[src/rtl/dmem_dumper.sv]
// dmem_dumper -- debug-side bulk reader of the CPU data memory.
//
// On a start pulse the block walks every word of the data memory through the
// word-read port and streams each word out as four little-endian bytes
// (LSB first) over a valid/ready byte channel toward the debug UART.
//
// Optional feature (compile-time macro DMEM_DUMP_HEADER_EN):
//   when defined, two header bytes (8'hA5, then N[7:0]) precede the data.
//
// Parameters:
//   ADDR_WIDTH   byte-address width of the data memory; N = 2^(ADDR_WIDTH-2) words
//
// Ports:
//   clk          clock, all state on the rising edge
//   i_rst        synchronous active-high reset
//   i_start      one-cycle dump request, honoured only when idle
//   o_busy       high from the cycle after an accepted start until DONE is left
//   o_done       one-cycle pulse after the last byte and the final NEXT cycle
//   o_mem_raddr  word-aligned byte read address
//   o_mem_ren    memory read enable
//   o_mem_size   access size, constant word (2'b11)
//   i_mem_dout   memory read data
//   o_tx_data    byte to transmit
//   o_tx_valid   byte valid, held with stable data until accepted
//   i_tx_ready   transmitter accepts on o_tx_valid && i_tx_ready
module dmem_dumper #(
  parameter int ADDR_WIDTH = 5
) (
  input  logic                  clk,
  input  logic                  i_rst,
  input  logic                  i_start,
  output logic                  o_busy,
  output logic                  o_done,
  output logic [ADDR_WIDTH-1:0] o_mem_raddr,
  output logic                  o_mem_ren,
  output logic [1:0]            o_mem_size,
  input  logic [31:0]           i_mem_dout,
  output logic [7:0]            o_tx_data,
  output logic                  o_tx_valid,
  input  logic                  i_tx_ready
);

  localparam int CW = ADDR_WIDTH - 2;
  localparam int N  = 1 << CW;
  localparam logic [CW-1:0] LAST_WORD = '1;
  localparam logic [7:0]    N_LO      = 8'(N);

  typedef enum logic [2:0] {
    S_IDLE    = 3'd0,
`ifdef DMEM_DUMP_HEADER_EN
    S_HDR     = 3'd1,
`endif
    S_READ    = 3'd2,
    S_CAPTURE = 3'd3,
    S_SEND    = 3'd4,
    S_NEXT    = 3'd5,
    S_DONE    = 3'd6
  } state_t;

  state_t        state_q, state_d;
  logic [CW-1:0] word_cnt_q, word_cnt_d;
  logic [1:0]    byte_idx_q, byte_idx_d;
  logic [31:0]   word_q, word_d;

  assign o_mem_size = 2'b11;

  always_ff @(posedge clk) begin
    if (i_rst) begin
      state_q    <= S_IDLE;
      word_cnt_q <= '0;
      byte_idx_q <= '0;
    end else begin
      state_q    <= state_d;
      word_cnt_q <= word_cnt_d;
      byte_idx_q <= byte_idx_d;
    end
  end

  // Captured word is pure data; it is only observed in SEND after a fresh capture.
  always_ff @(posedge clk) begin
    word_q <= word_d;
  end

  // Every output is decoded from registered state, so i_tx_ready never reaches
  // o_tx_valid combinationally.
  always_comb begin
    state_d     = state_q;
    word_cnt_d  = word_cnt_q;
    byte_idx_d  = byte_idx_q;
    word_d      = word_q;
    o_busy      = 1'b1;
    o_done      = 1'b0;
    o_mem_ren   = 1'b0;
    o_mem_raddr = '0;
    o_tx_valid  = 1'b0;
    o_tx_data   = '0;

    unique case (state_q)
      S_IDLE: begin
        o_busy = 1'b0;
        if (i_start) begin
          word_cnt_d = '0;
          byte_idx_d = '0;
`ifdef DMEM_DUMP_HEADER_EN
          state_d    = S_HDR;
`else
          state_d    = S_READ;
`endif
        end
      end

`ifdef DMEM_DUMP_HEADER_EN
      // byte_idx_q[0] selects magic byte (0) or word count (1).
      S_HDR: begin
        o_tx_valid = 1'b1;
        o_tx_data  = byte_idx_q[0] ? N_LO : 8'hA5;
        if (i_tx_ready) begin
          if (byte_idx_q[0]) begin
            byte_idx_d = '0;
            state_d    = S_READ;
          end else begin
            byte_idx_d = 2'd1;
          end
        end
      end
`endif

      S_READ: begin
        o_mem_ren   = 1'b1;
        o_mem_raddr = {word_cnt_q, 2'b00};
        state_d     = S_CAPTURE;
      end

      // The memory registers its output enable on the falling edge, so the
      // enable and address must be held through this second cycle.
      S_CAPTURE: begin
        o_mem_ren   = 1'b1;
        o_mem_raddr = {word_cnt_q, 2'b00};
        word_d      = i_mem_dout;
        state_d     = S_SEND;
      end

      S_SEND: begin
        o_tx_valid = 1'b1;
        o_tx_data  = word_q[{byte_idx_q, 3'b000} +: 8];
        if (i_tx_ready) begin
          if (byte_idx_q == 2'd3) begin
            state_d = S_NEXT;
          end else begin
            byte_idx_d = byte_idx_q + 2'd1;
          end
        end
      end

      // Termination is decided before incrementing so the counter never wraps.
      S_NEXT: begin
        byte_idx_d = '0;
        if (word_cnt_q == LAST_WORD) begin
          state_d = S_DONE;
        end else begin
          word_cnt_d = word_cnt_q + CW'(1);
          state_d    = S_READ;
        end
      end

      S_DONE: begin
        o_done  = 1'b1;
        state_d = S_IDLE;
      end

      default: begin
        state_d = S_IDLE;
      end
    endcase
  end

endmodule

[config.mk]
export PLATFORM = sky130hd
export DESIGN_NAME = dmem_dumper
export DESIGN_NICKNAME = d
export VERILOG_FILES = /design/src/rtl/dmem_dumper.sv
export SDC_FILE = /design/constraint.sdc
export NUM_CORES = 1
export LEC_CHECK = 0
export CAP_MARGIN = 20
export CORE_MARGIN = 2
export CORE_UTILIZATION = 46
export DETAILED_ROUTE_END_ITERATION = 8
export PLACE_DENSITY = 0.75
export SLEW_MARGIN = 20
export SYNTH_ARGS = -nofsm -noshare
export SYNTH_HDL_FRONTEND = slang
export SYNTH_SLANG_ARGS = --single-unit
[constraint.sdc]
create_clock -name clk -period 2.25 [get_ports clk]
set_input_delay 0.3375 -clock clk [delete_from_list [all_inputs] [get_ports clk]]
set_output_delay 0.3375 -clock clk [all_outputs]
set_load 0.01 [all_outputs]
==> results.cfg, run 1 <==
[drt]
num_vias = 1114
ant_nets = 0
totalWireLength_um = 3310
wl_per_cell_um = 15.0
drt_iter0_markers = 63
viasPerCell = 5.06
first_pass_iters = 4
drc = 0

[clock_network]
clock_path_buffers = 2
cts_buffers = 5
ctsResizeCount = 9
postCtsSetupBuffers = 0
cts.sinks = 40
clk-insertion-delay-late_ns = 0.30
cts_tree = yes
root_buffer = clkbuf_8
path_clk_slew_ns = 0.07
postCtsHoldBufs = 0
h-tree-depth = 2

[logic_synthesis]
synthXorXnorAreaFrac = 0.00505
muxShareOfSynthArea = 0.104
synthAdderAreaFrac = 0.0216
synth-main-ff-cell = edfxtp_1
yosysSeqAreaShare = 0.646
ys_ff_latch = 40
synth_edf_count = 32
syn_area_mm2 = 0.00173
syn_avg_cell_area_um2 = 14.7
synth-simple-area-share = 0.123
synth_compound_area_frac = 0.0498
synth_top_family_by_area = simple AND/OR/NAND/NOR gates
synth.area.top_cells = edfxtp_1 (55%), mux4_2 (10%), dfxtp_1 (9.2%), nor2b_1 (4.0%), ha_1 (2.2%)
yosys.cell_types.count = 31
synth_top_area_share = 0.554
yosysTopAreaCell = edfxtp_1
synthArstFlopShare = 0
synth_warnings = 0
synthCells = 118

[setup_path]
start_kind = register
worstSetupPathType = register to output pin
crit_required_ns = 1.91
crit_path_end_kind = output pin
crit_fanout = 8
arrival_ns = 1.77

[worst_hold_path]
hold_path.class = register to register

[pwr]
p_sw_w = 0.000302
seq_power_share = 0.579
clkPwrFrac = 0.324
p_sw_frac = 0.213
p_comb_frac = 0.097
p_leak_nw = 0.846
vdd_ir_drop_max_mv = 0.464
powerDensity_mw_per_mm2 = 601
p_int_w = 0.00111
power.total_w = 0.00142

[layout]
insertedDiodeCount = 0
drive_gt1_frac = 0.140
nets = 210
utilization = 0.649
area_delta_synth_final_pct = 35.9
layout_commonest_cell = clkdlybuf4s50_1
mostFrequentLayoutCells = clkdlybuf4s50_1 (42), edfxtp_1 (32), nor2b_1 (10)

[timing]
fin_crit_sh = 0.937
setup_tns_ns = 0
holdWs_ns = 0.526
post-route-min-period_ns = 2.11
finalHoldViolCount = 0
fmax_ghz = 0.474
rsz0062_at_grt = false
setup-violations-final = 0
skew_ns = 0.00432
maxSlewViolCount = 0

[global_route]
grt.total_usage = 0.184
antenna_found_initial = 0
grt_pass1_vias = 1155
grt-ovfl-total = 0
grt_start_max_net_pins = 34
grt_first_pass_wirelength_um = 5580

[floorplanning]
dieArea_mm2 = 0.00428
io_pins = 55
fp.dieH_um = 65.4
rows = 22
coreArea_mm2 = 0.00363
start_util = 0.477
die_w_um = 65.4

[placed_design]
dp_hpwl_um = 2380
io_buffers = 50
routabilityCongestion = 0.666

[status]
outcome = complete, no violations

[job]
drv_cap = 0
final timing paths:
check                              from                          to  slack (ns)  depth (start not counted)
max reg2reg     state_q[1]$_SDFFE_PP0P_        word_q[27]$_DFFE_PN_        0.64                          4
max          byte_idx_q[0]$_SDFFE_PP0P_                o_tx_data[3]        0.14                          4
min          byte_idx_q[0]$_SDFFE_PP0P_  byte_idx_q[0]$_SDFFE_PP0P_        0.53                          2
min reg2reg  byte_idx_q[0]$_SDFFE_PP0P_  byte_idx_q[0]$_SDFFE_PP0P_        0.53                          2
synth_stat cells (3+ instances only):
master     n
nor2b_1   11
buf_4      4
and2_1     4
nor2_1     8
dfxtp_1    8
edfxtp_1  32
nor3_1     3
buf_2      3
mux4_2     8
ha_1       3
a21oi_1    6
metrics by stage:
step / worst slack [ns] / std cells / area [um^2]
final: 0.142 / 220 / 2360
after CTS: 0.0390 / 220 / 2350
after detailed placement: 0.156 / 212 / 2280
after global placement: 0.204 / 212 / 2280
after floorplan: 0.169 / 120 / 1740
after global routing: 0.0518 / 220 / 2360
critical path, cell delays in order, from the launching register on:
cell and delay (ns):
dfxtp_2 0.39, buf_12 0.15, mux4_2 0.49, nor2b_1 0.15, dlygate4sd2_1 0.28
routing by layer:
layer  GRT usage  vias to the layer above  part of all wire
li1            -                      530                 -
met3      0.0685                        7             0.065
met1       0.209                      532              0.40
met2       0.307                       45              0.52
met4      0.0859                        0             0.019
met5           0                        -                 0
final cells by class:
| class | count | area, um^2 |
|---|---|---|
| fillers | 293 | 1280 |
| flip-flops and latches | 40 | 1120 |
| multi-input cells | 68 | 546 |
| repair buffers | 55 | 541 |
| clock buffers | 6 | 72.6 |
| well taps | 48 | 60.1 |
| clock inverters | 2 | 11.3 |
| inverters | 1 | 5.00 |
cell families after synthesis:
group	count (synthesis)
xor gates and xnor gates	1
AOI/OAI and AO/OA	14
buffers and inverters	12
DFF	40
and+or+nand+nor	38
muxes	8
other	2
adders and majority gates	3
flip-flops by register name (all words and copies together) (netlist names):
register and cells:
byte_idx_q 2, state_q 3, word_cnt_q 3, word_q 32
power by group through the flow:
stage	clock network (W)	logic, W	registers [W]
after floorplan	0	0.0000571	0.000835
after global placement	0	0.000134	0.000835
after detailed placement	0	0.000138	0.000836
after CTS	0.000476	0.000137	0.000819
after global routing	0.000507	0.000149	0.000821
final	0.000459	0.000138	0.000820
Note: power is estimated with default switching activity, not from simulation.
==> inputs of run 2 (changes only) <==
- CAP_MARGIN: 20 -> 25
- CTS_CLUSTER_SIZE: not set -> 14
==> results of run 2 <==
The final DEF is identical to that of run 1; final timing and power are the same.
==> inputs of run 3 (changes only) <==
- CORE_UTILIZATION: 46 -> 55
- DONT_BUFFER_PORTS: not set -> 1
- PLACE_DENSITY: 0.75 -> 0.66
==> run 3 against run 2 <==
Die area shrank 15%. Sequential power rose by 0.7%. Register-to-register slack improved by 0.06 ns. Combinational power decreased by 62%. Critical path depth down 2. Worst setup slack better by 0.037 ns. Global-route usage fell by 0.77 points. Total power fell by 6.2%. First-iteration DRC count shrank 24%. Critical endpoint is now o_tx_data[2]. Count of clock-buffer cells in the layout unchanged. Final cell count shrank 25%. Critical path type unchanged. Non-clock buffer count shrank 52.
==> results.cfg, run 3 (synthesized netlist as in run 1, its figures left out) <==
[timing]
finalHoldViolCount = 0
fin_crit_sh = 0.921
skew_ns = 0.00790
worst_pin_slew_ns = 0.511
fmax_ghz = 0.483
setup-violations-final = 0
holdWs_ns = 0.0485
setup_ws_ns = 0.179
rsz0062_at_grt = false
setup_tns_ns = 0
maxSlewViolCount = 0
post-route-min-period_ns = 2.07
maxSlewHeadroom = 0.659

[global_route]
antenna_found_initial = 0
grt-ovfl-total = 0
grt_start_max_net_pins = 34
grt.total_usage = 0.176
grt_first_pass_wirelength_um = 4350
grt_pass1_vias = 898

[clock_network]
ctsResizeCount = 0
cts_tree = yes
h-tree-depth = 2
path_clk_slew_ns = 0.11
root_buffer = clkbuf_4
postCtsSetupBuffers = 0
clk-insertion-delay-late_ns = 0.34
postCtsHoldBufs = 0
cts_buffers = 5
clock_path_buffers = 2
cts.sinks = 40

[setup_path]
worstSetupPathType = register to output pin
reg2reg_setup_slack_ns = 0.70
crit_required_ns = 1.91
reg2reg_to = byte_idx_q[0]$_SDFFE_PP0P_
arrival_ns = 1.73
crit_fanout = 10
reg2reg_from = byte_idx_q[1]$_SDFFE_PP0P_
start_kind = register
crit_path_end_kind = output pin
reg2reg_depth = 5

[floorplanning]
rows = 20
io_pins = 55
dieArea_mm2 = 0.00362
start_util = 0.573
fp.dieH_um = 60.2
coreArea_mm2 = 0.00303
die_w_um = 60.2

[drt]
first_pass_iters = 4
num_vias = 919
totalWireLength_um = 2780
wl_per_cell_um = 16.9
drt_iter0_markers = 48
drc = 0
ant_nets = 0
viasPerCell = 5.60

[layout]
layout_commonest_cell = edfxtp_1
final-seq-area_mm2 = 0.00112
area_delta_synth_final_pct = 4.98
mostFrequentLayoutCells = edfxtp_1 (32), nor2b_1 (11), mux4_2 (8), nor2_1 (8), dfxtp_1 (8)
insertedDiodeCount = 0
reg.largest.list = word_q: 32 flops, state_q: 3 flops, word_cnt_q: 3 flops
largest_reg_flops = 32
multi_input_area_um2 = 541
drive_gt1_frac = 0.167
fill_cells = 241
regMostFlops = word_q
utilization = 0.601
nets = 158

[job]
drv_cap = 0

[pwr]
p_leak_nw = 0.605
vdd_ir_drop_max_mv = 0.516
powerDensity_mw_per_mm2 = 730

[status]
outcome = complete, no violations

[placed_design]
dp_hpwl_um = 2000
io_buffers = 0
pre_cts_ws_ns = 0.551
routabilityCongestion = 0.740

[worst_hold_path]
worstHoldStart = i_rst
hold_path.class = input port to register
whs_path_depth = 1
whs_endpoint = byte_idx_q[0]$_SDFFE_PP0P_
==> run 3: cell count changes in the layout (fill, tap and decap cells not counted), moves of 5 or more <==
cell / delta
clkdlybuf4s50_1: -42
clkbuf_8: -5
dlygate4sd2_1: -8
clkbuf_4: +5
==> run 3: final cells by class <==
class                           count  area share
Sequential cell                    40       0.616
Multi-Input combinational cell     68       0.297
Tap cell                           44      0.0302
Clock buffer                        6      0.0227
Clock inverter                      2      0.0192
Timing Repair Buffer                3      0.0124
Inverter                            1     0.00275
==> run 3: worst max path at each step <==
stage,start,end,slack (ns),cells after the start
after floorplan,state_q[1]$_SDFFE_PP0P_,word_q[0]$_DFFE_PN_,0.17,3
after global placement,state_q[0]$_SDFFE_PP0P_,o_tx_data[6],0.57,2
after detailed placement,state_q[2]$_SDFFE_PP0P_,o_tx_data[2],0.55,2
after CTS,state_q[2]$_SDFFE_PP0P_,o_tx_data[6],0.16,2
after global routing,state_q[2]$_SDFFE_PP0P_,o_tx_data[2],0.06,2
final,state_q[2]$_SDFFE_PP0P_,o_tx_data[2],0.18,2
==> run 3: per-stage QoR <==
step | power [W] | cells | area (um^2)
floorplan | 0.000892 | 120 | 1740
global placement | 0.000893 | 156 | 1740
detailed placement | 0.000895 | 156 | 1740
CTS | 0.00134 | 164 | 1820
global route | 0.00138 | 164 | 1820
finish | 0.00133 | 164 | 1820
==> run 3: worst max-delay path, stage by stage (launching register included) <==
cell and delay [ns]:
dfxtp_1 0.48, or3b_1 0.59, nor2b_1 0.32
==> run 3: routing by layer <==
metal | wire length (um) | part of all wire | GRT usage | up-vias
met1 | 1070 | 0.39 | 0.201 | 436
met5 | 0 | 0 | 0 | -
met4 | 40 | 0.014 | 0.0667 | 0
li1 | - | - | - | 429
met2 | 1380 | 0.50 | 0.287 | 48
met3 | 285 | 0.10 | 0.0823 | 6
==> run 3: power breakdown <==
group	leakage, nW	switching (W)	internal (W)
Combinational	0.208	0.0000314	0.0000209
Sequential	0.354	0.0000118	0.000814
Clock	0.0422	0.000218	0.000233
